**src/rtl/regfile_write_arbiter_if.sv**
```systemverilog
// Register-file write-port bus: two requesters (ALU, load return), the
// registered write port, and the read-address bypass compare.
interface regfile_write_arbiter_if;
  logic        aluValid;
  logic [4:0]  aluAddr;
  logic [31:0] aluData;
  logic        aluReady;
  logic        memValid;
  logic [4:0]  memAddr;
  logic [31:0] memData;
  logic        memReady;
  logic        writeEnable;
  logic [4:0]  writeRegisterAddress;
  logic [31:0] writeRegisterData;
  logic [4:0]  readRegisterAddress1;
  logic [4:0]  readRegisterAddress2;
  logic        fwdHit1;
  logic        fwdHit2;
  logic [31:0] fwdData;
  logic [7:0]  stallCount;

  // Requester / pipeline side
  modport master (
    output aluValid, aluAddr, aluData, memValid, memAddr, memData,
           readRegisterAddress1, readRegisterAddress2,
    input  aluReady, memReady, writeEnable, writeRegisterAddress,
           writeRegisterData, fwdHit1, fwdHit2, fwdData, stallCount
  );

  // Arbiter side
  modport slave (
    input  aluValid, aluAddr, aluData, memValid, memAddr, memData,
           readRegisterAddress1, readRegisterAddress2,
    output aluReady, memReady, writeEnable, writeRegisterAddress,
           writeRegisterData, fwdHit1, fwdHit2, fwdData, stallCount
  );
endinterface

```
**src/rtl/regfile_write_arbiter.sv**
```systemverilog
// Two-requester round-robin arbiter for a single register-file write port.
// One write per cycle, 1-cycle latency, register 0 never written, bypass
// compare on the issuing write, saturating count of denied cycles.
module regfile_write_arbiter (
  input  logic                      clk,
  input  logic                      rstd,
  regfile_write_arbiter_if.slave    bus
);

  typedef enum logic {GRANT_ALU = 1'b0, GRANT_MEM = 1'b1} grant_e;

  grant_e      r_lastConflictGrant;
  logic        r_writeEnable;
  logic [4:0]  r_writeAddr;
  logic [31:0] r_writeData;
  logic [7:0]  r_stallCount;

  logic        w_conflict;
  logic        w_aluReady;
  logic        w_memReady;
  logic        w_aluFire;
  logic        w_memFire;
  logic        w_fire;
  logic        w_denied;
  logic [4:0]  w_selAddr;
  logic [31:0] w_selData;

  // Ready depends only on the valids and the pointer; outside a conflict
  // every requester is accepted, so both readies sit high.
  assign w_conflict = bus.aluValid & bus.memValid;
  assign w_aluReady = ~w_conflict | (r_lastConflictGrant == GRANT_MEM);
  assign w_memReady = ~w_conflict | (r_lastConflictGrant == GRANT_ALU);

  assign w_aluFire  = bus.aluValid & w_aluReady;
  assign w_memFire  = bus.memValid & w_memReady;
  assign w_fire     = w_aluFire | w_memFire;
  assign w_denied   = (bus.aluValid & ~w_aluReady) | (bus.memValid & ~w_memReady);

  // At most one fire per cycle, so a simple select is enough.
  assign w_selAddr  = w_aluFire ? bus.aluAddr : bus.memAddr;
  assign w_selData  = w_aluFire ? bus.aluData : bus.memData;

  // Round-robin pointer: moves only when both requesters collide.
  always_ff @(posedge clk or negedge rstd) begin
    if (!rstd)           r_lastConflictGrant <= GRANT_MEM;
    else if (w_conflict) r_lastConflictGrant <= (r_lastConflictGrant == GRANT_MEM) ? GRANT_ALU : GRANT_MEM;
  end

  // Write port: a transfer to r0 completes the handshake but issues nothing
  // and leaves the held address/data untouched.
  always_ff @(posedge clk or negedge rstd) begin
    if (!rstd) begin
      r_writeEnable <= 1'b0;
      r_writeAddr   <= 5'd0;
      r_writeData   <= 32'h0000_0000;
    end else if (w_fire && (w_selAddr != 5'd0)) begin
      r_writeEnable <= 1'b1;
      r_writeAddr   <= w_selAddr;
      r_writeData   <= w_selData;
    end else begin
      r_writeEnable <= 1'b0;
    end
  end

  // Saturating count of cycles in which some requester was turned away.
  always_ff @(posedge clk or negedge rstd) begin
    if (!rstd)                                r_stallCount <= 8'h00;
    else if (w_denied && r_stallCount != 8'hFF) r_stallCount <= r_stallCount + 8'd1;
  end

  // Bypass: a read of the register being written this cycle takes the new value.
  always_comb begin
    bus.fwdHit1 = r_writeEnable && (r_writeAddr == bus.readRegisterAddress1) &&
                  (bus.readRegisterAddress1 != 5'd0);
    bus.fwdHit2 = r_writeEnable && (r_writeAddr == bus.readRegisterAddress2) &&
                  (bus.readRegisterAddress2 != 5'd0);
  end

  assign bus.aluReady             = w_aluReady;
  assign bus.memReady             = w_memReady;
  assign bus.writeEnable          = r_writeEnable;
  assign bus.writeRegisterAddress = r_writeAddr;
  assign bus.writeRegisterData    = r_writeData;
  assign bus.fwdData              = r_writeData;
  assign bus.stallCount           = r_stallCount;

endmodule

```
**src/flat_wrapper.sv**
```systemverilog
// flat-port wrapper written by rule: the top's interface ports become plain ports
module regfile_write_arbiter_flat 
  (clk, rstd, bus_aluValid, bus_aluAddr, bus_aluData, bus_memValid, bus_memAddr, bus_memData, bus_readRegisterAddress1, bus_readRegisterAddress2, bus_aluReady, bus_memReady, bus_writeEnable, bus_writeRegisterAddress, bus_writeRegisterData, bus_fwdHit1, bus_fwdHit2, bus_fwdData, bus_stallCount);
  regfile_write_arbiter_if bus_i ();
  input  logic clk;
  input  logic rstd;
  input wire logic [$bits(bus_i.aluValid)-1:0] bus_aluValid;
  input wire logic [$bits(bus_i.aluAddr)-1:0] bus_aluAddr;
  input wire logic [$bits(bus_i.aluData)-1:0] bus_aluData;
  input wire logic [$bits(bus_i.memValid)-1:0] bus_memValid;
  input wire logic [$bits(bus_i.memAddr)-1:0] bus_memAddr;
  input wire logic [$bits(bus_i.memData)-1:0] bus_memData;
  input wire logic [$bits(bus_i.readRegisterAddress1)-1:0] bus_readRegisterAddress1;
  input wire logic [$bits(bus_i.readRegisterAddress2)-1:0] bus_readRegisterAddress2;
  output wire logic [$bits(bus_i.aluReady)-1:0] bus_aluReady;
  output wire logic [$bits(bus_i.memReady)-1:0] bus_memReady;
  output wire logic [$bits(bus_i.writeEnable)-1:0] bus_writeEnable;
  output wire logic [$bits(bus_i.writeRegisterAddress)-1:0] bus_writeRegisterAddress;
  output wire logic [$bits(bus_i.writeRegisterData)-1:0] bus_writeRegisterData;
  output wire logic [$bits(bus_i.fwdHit1)-1:0] bus_fwdHit1;
  output wire logic [$bits(bus_i.fwdHit2)-1:0] bus_fwdHit2;
  output wire logic [$bits(bus_i.fwdData)-1:0] bus_fwdData;
  output wire logic [$bits(bus_i.stallCount)-1:0] bus_stallCount;
  assign bus_i.aluValid = bus_aluValid;
  assign bus_i.aluAddr = bus_aluAddr;
  assign bus_i.aluData = bus_aluData;
  assign bus_i.memValid = bus_memValid;
  assign bus_i.memAddr = bus_memAddr;
  assign bus_i.memData = bus_memData;
  assign bus_i.readRegisterAddress1 = bus_readRegisterAddress1;
  assign bus_i.readRegisterAddress2 = bus_readRegisterAddress2;
  assign bus_aluReady = bus_i.aluReady;
  assign bus_memReady = bus_i.memReady;
  assign bus_writeEnable = bus_i.writeEnable;
  assign bus_writeRegisterAddress = bus_i.writeRegisterAddress;
  assign bus_writeRegisterData = bus_i.writeRegisterData;
  assign bus_fwdHit1 = bus_i.fwdHit1;
  assign bus_fwdHit2 = bus_i.fwdHit2;
  assign bus_fwdData = bus_i.fwdData;
  assign bus_stallCount = bus_i.stallCount;
  regfile_write_arbiter u_core (.clk(clk), .rstd(rstd), .bus(bus_i));
endmodule
```
**config.mk**
```make
export PLATFORM = sky130hd
export DESIGN_NAME = regfile_write_arbiter_flat
export DESIGN_NICKNAME = d
export VERILOG_FILES = /design/src/rtl/regfile_write_arbiter_if.sv /design/src/rtl/regfile_write_arbiter.sv /design/src/flat_wrapper.sv
export SDC_FILE = /design/constraint.sdc
export NUM_CORES = 1
export LEC_CHECK = 0
export CAP_MARGIN = 20
export CORE_UTILIZATION = 40
export CTS_CLUSTER_SIZE = 24
export DETAILED_ROUTE_END_ITERATION = 6
export GPL_TIMING_DRIVEN = 0
export PLACE_DENSITY_LB_ADDON = 0.15
export SLEW_MARGIN = 20
export SYNTH_ARGS = -nofsm -noshare
export SYNTH_HDL_FRONTEND = slang
export SYNTH_SLANG_ARGS = --single-unit
```
**constraint.sdc**
```tcl
create_clock -name clk -period 4.1 [get_ports clk]
set_clock_uncertainty 0.1 [all_clocks]
set_input_delay 1.025 -clock clk [delete_from_list [all_inputs] [get_ports clk]]
set_output_delay 1.025 -clock clk [all_outputs]
set_load 0.005 [all_outputs]
```
==> run metrics <==
Yosys cell types 35; Max clock buf depth 2; CP Data Required Time 2.97 ns; Wirelength per Cell 15.25 um; CP Class in2out; dpl hpwl 6267 um; critical path's top delay family buffers and inverters; critical path, cell by cell clkdlybuf4s50_1 > nor4_1 > nor3_1 > a21oi_1 > nor4_1 > and3_1 > clkdlybuf4s50_1; fin nets 534; compound-cell area share of the yosys netlist 0.1788; final WL 7975 um; antenna violations before repair 0; unrepaired setup endpoints after global routing no; Layout area overhead 70.19%; Inserted Clock Buffers 5; # diodes 0; Max-Cap Viols 0; leakage power 2.037 nW; CTS Hold Bufs 0; failing checks design-rule violations; FF-to-FF setup slack 1.89 ns; Routed Antenna Nets 0; CTS clk-pin slew, worst paths 0.09 ns; Initial Util 0.4237; CP max stage delay 0.51 ns; die height 84.71 um; first-pass GRT wire length 12850 um; Placeable Area 0.006459 mm2; Worst Tran Pin Value 0.4716 ns; CTS sink cnt 47; largest net degree at the start of global routing 31; simple-gate portion of the synthesized area 0.07865; CTS root buffer clkbuf_8; Slew Limit Fails 0; period utilization 0.9455; Hold Crit Class reg2reg; Critical Path End Type output port; R2R Path End u_core.bus.fwdData[3]; setup_tns 0 ns; detailed-route DRC error count 11; vias in the first global route 2671; hold_sp u_core.r_lastConflictGrant; DR iter-0 viols 118; Crit path buffers/inverters 2; CTS resizes 0; Routability Congestion 0.8087; die width 84.71 um; TritonRoute pass-1 iters 7; Post-synth ARST share 1.000; Fill cells 500; Synth Area in XOR/XNOR 0.04801; main combinational cell family by area after synthesis compound AO/OA/AOI/OAI gates; worst vdd ir 0.2430 mV; Setup violations, final 0; routed vias/inst 5.098; mux cell area share after synthesis 0.1358; Main synth FF type dfrtp_1; DIE AREA 0.007176 mm2; Hold Path Sink u_core.r_lastConflictGrant; Hold WS 0.3905 ns; min cycle time layout 3.877 ns; io pins 170; Seq/Total Area, Yosys 0.4303; Crit Reg-Reg Startpoint u_core.r_lastConflictGrant; CTS tree built; syn_area_per_cell 10.21 um2; Reg2Reg Depth 6; final hold viol count 0; Synth Instances 268; PortBufs 169; Crit-path slowest cell clkdlybuf4s50_1; Total Routing Usage GR 0.2258; Post-CTS Setup Bufs 0; Setup crit start kind input port; Synth Cell Area 0.002736 mm2; syn nets 357; f_max 0.2580 GHz; critical-path maximum fanout 2; number of synthesized register bits 47; EDFF count, synth 0; Hold Crit Depth 2; WP depth 7; # rows 29; Synth Area in Adders 0.004572; Synth Warn # 0; crit path DAT 2.75 ns; GRT overflow 0; Clock H-tree levels 2; run status finished with violations; later-pin clock latency in the skew report 0.30 ns; slew margin rel. 0.6856; via count 2666; total power divided by cell area 341.4 mW/mm2; fraction of layout cells with a size suffix above 1 0.1547
## cell families (layout without fill, tap and decap cells)
family                     Yosys count  after routing
AOI/OAI and AO/OA                   80             80
xor gates and xnor gates            15             15
muxes                               37             37
buffers and inverters               48            226
adders and majority gates            1              1
and+or+nand+nor                     40             40
DFF                                 47             47
## area by class of cell
class	count	area [um2]	area share
flip-flops and latches	47	1177	0.2528
multi-input cells	173	1220	0.2620
well taps	77	96.34	0.02069
clock buffers	6	82.58	0.01773
inverters	1	3.754	0.0008060
clock inverters	2	35.03	0.007523
plain buffers	47	335.3	0.07200
repair buffers	170	1707	0.3665
## how the worst max path moves through the flow
stage	startpoint	end	slack, ns
after global routing	bus_readRegisterAddress1[0]	bus_fwdHit1	0.006
after detailed placement	bus_readRegisterAddress1[2]	bus_fwdHit1	0.21
after global placement	bus_readRegisterAddress1[1]	bus_fwdHit1	0.23
final	bus_readRegisterAddress1[2]	bus_fwdHit1	0.22
after floorplan	bus_readRegisterAddress1[0]	bus_fwdHit1	1.30
after CTS	bus_readRegisterAddress1[2]	bus_fwdHit1	0.20
## flip-flops by register name, summed over array words and instances (netlist names)
register and cells:
u_core.bus.fwdData 32, u_core.bus.stallCount 8, u_core.bus.writeRegisterAddress 5, u_core.bus.writeEnable 1
u_core.r_lastConflictGrant 1
## worst reg2reg max path: cells and delay by family (launching register included)
family	cells	cell delay [ns]
simple gates	2	0.37
compound gates	3	0.74
buf+inv	1	0.37
flops	1	0.57
## where the power goes
group	switching [mW]	internal (mW)	total (mW)
Sequential	0.0856	0.543	0.629
Clock	0.155	0.197	0.352
Combinational	0.193	0.416	0.609
Total	0.434	1.16	1.59
## synthesized netlist by cell type (all sizes together) (2+ instances only)
cell type	number	area, um2
a21o	2	15.01
a21oi	5	25.02
a31o	3	26.28
and3	4	25.02
and4	2	17.52
buf	40	309.0
clkbuf	7	26.28
dfrtp	46	1151
mux2i	36	360.4
nand2	10	37.54
nand3	5	25.02
nand4	2	12.51
nor2	3	11.26
nor3	2	10.01
nor4	5	31.28
o21ai	67	372.8
or2	3	18.77
or3	2	12.51
xnor2	7	61.31
xor2	8	70.07
## stage by stage
stage	setup slack, ns	cells	util	total power [mW]	area, um2
after global routing	0.006143	523	0.7210	1.676	4657
final	0.2235	523	0.7210	1.590	4657
after detailed placement	0.2058	515	0.7028	1.252	4539
after CTS	0.2018	523	0.7210	1.605	4657
after floorplan	1.301	268	-	0.8601	2736
after global placement	0.2331	514	0.7005	1.232	4524
## cells in the final DEF (no fill, tap or decap), types with 2 or more instances in the layout
master | synthesis | final
buf_4 | 32 | 32
nand4_1 | 2 | 2
nand2_1 | 10 | 10
a31o_2 | 3 | 3
or2_2 | 2 | 2
xnor2_1 | 7 | 7
o21ai_0 | 54 | 54
mux2i_1 | 36 | 36
nor3_1 | 2 | 2
clkdlybuf4s50_1 | 0 | 168
o21ai_2 | 10 | 10
nand3_1 | 5 | 5
and3_1 | 4 | 4
clkbuf_1 | 7 | 7
nor2_1 | 3 | 3
or3_1 | 2 | 2
nor4_1 | 5 | 5
buf_6 | 3 | 3
buf_2 | 4 | 5
o21ai_1 | 3 | 3
a21o_1 | 2 | 2
clkbuf_8 | 0 | 6
xor2_1 | 8 | 8
and4_1 | 2 | 2
dfrtp_1 | 46 | 46
a21oi_1 | 5 | 5
## routing by layer
layer,vias to the layer above,global-route usage,routed length (um)
li1,1272,-,-
met1,1257,0.2835,3229
met2,125,0.3829,3897
met3,12,0.05900,711
met4,0,0.06780,137
met5,-,0,0
Power figures use the tool's default switching activity.
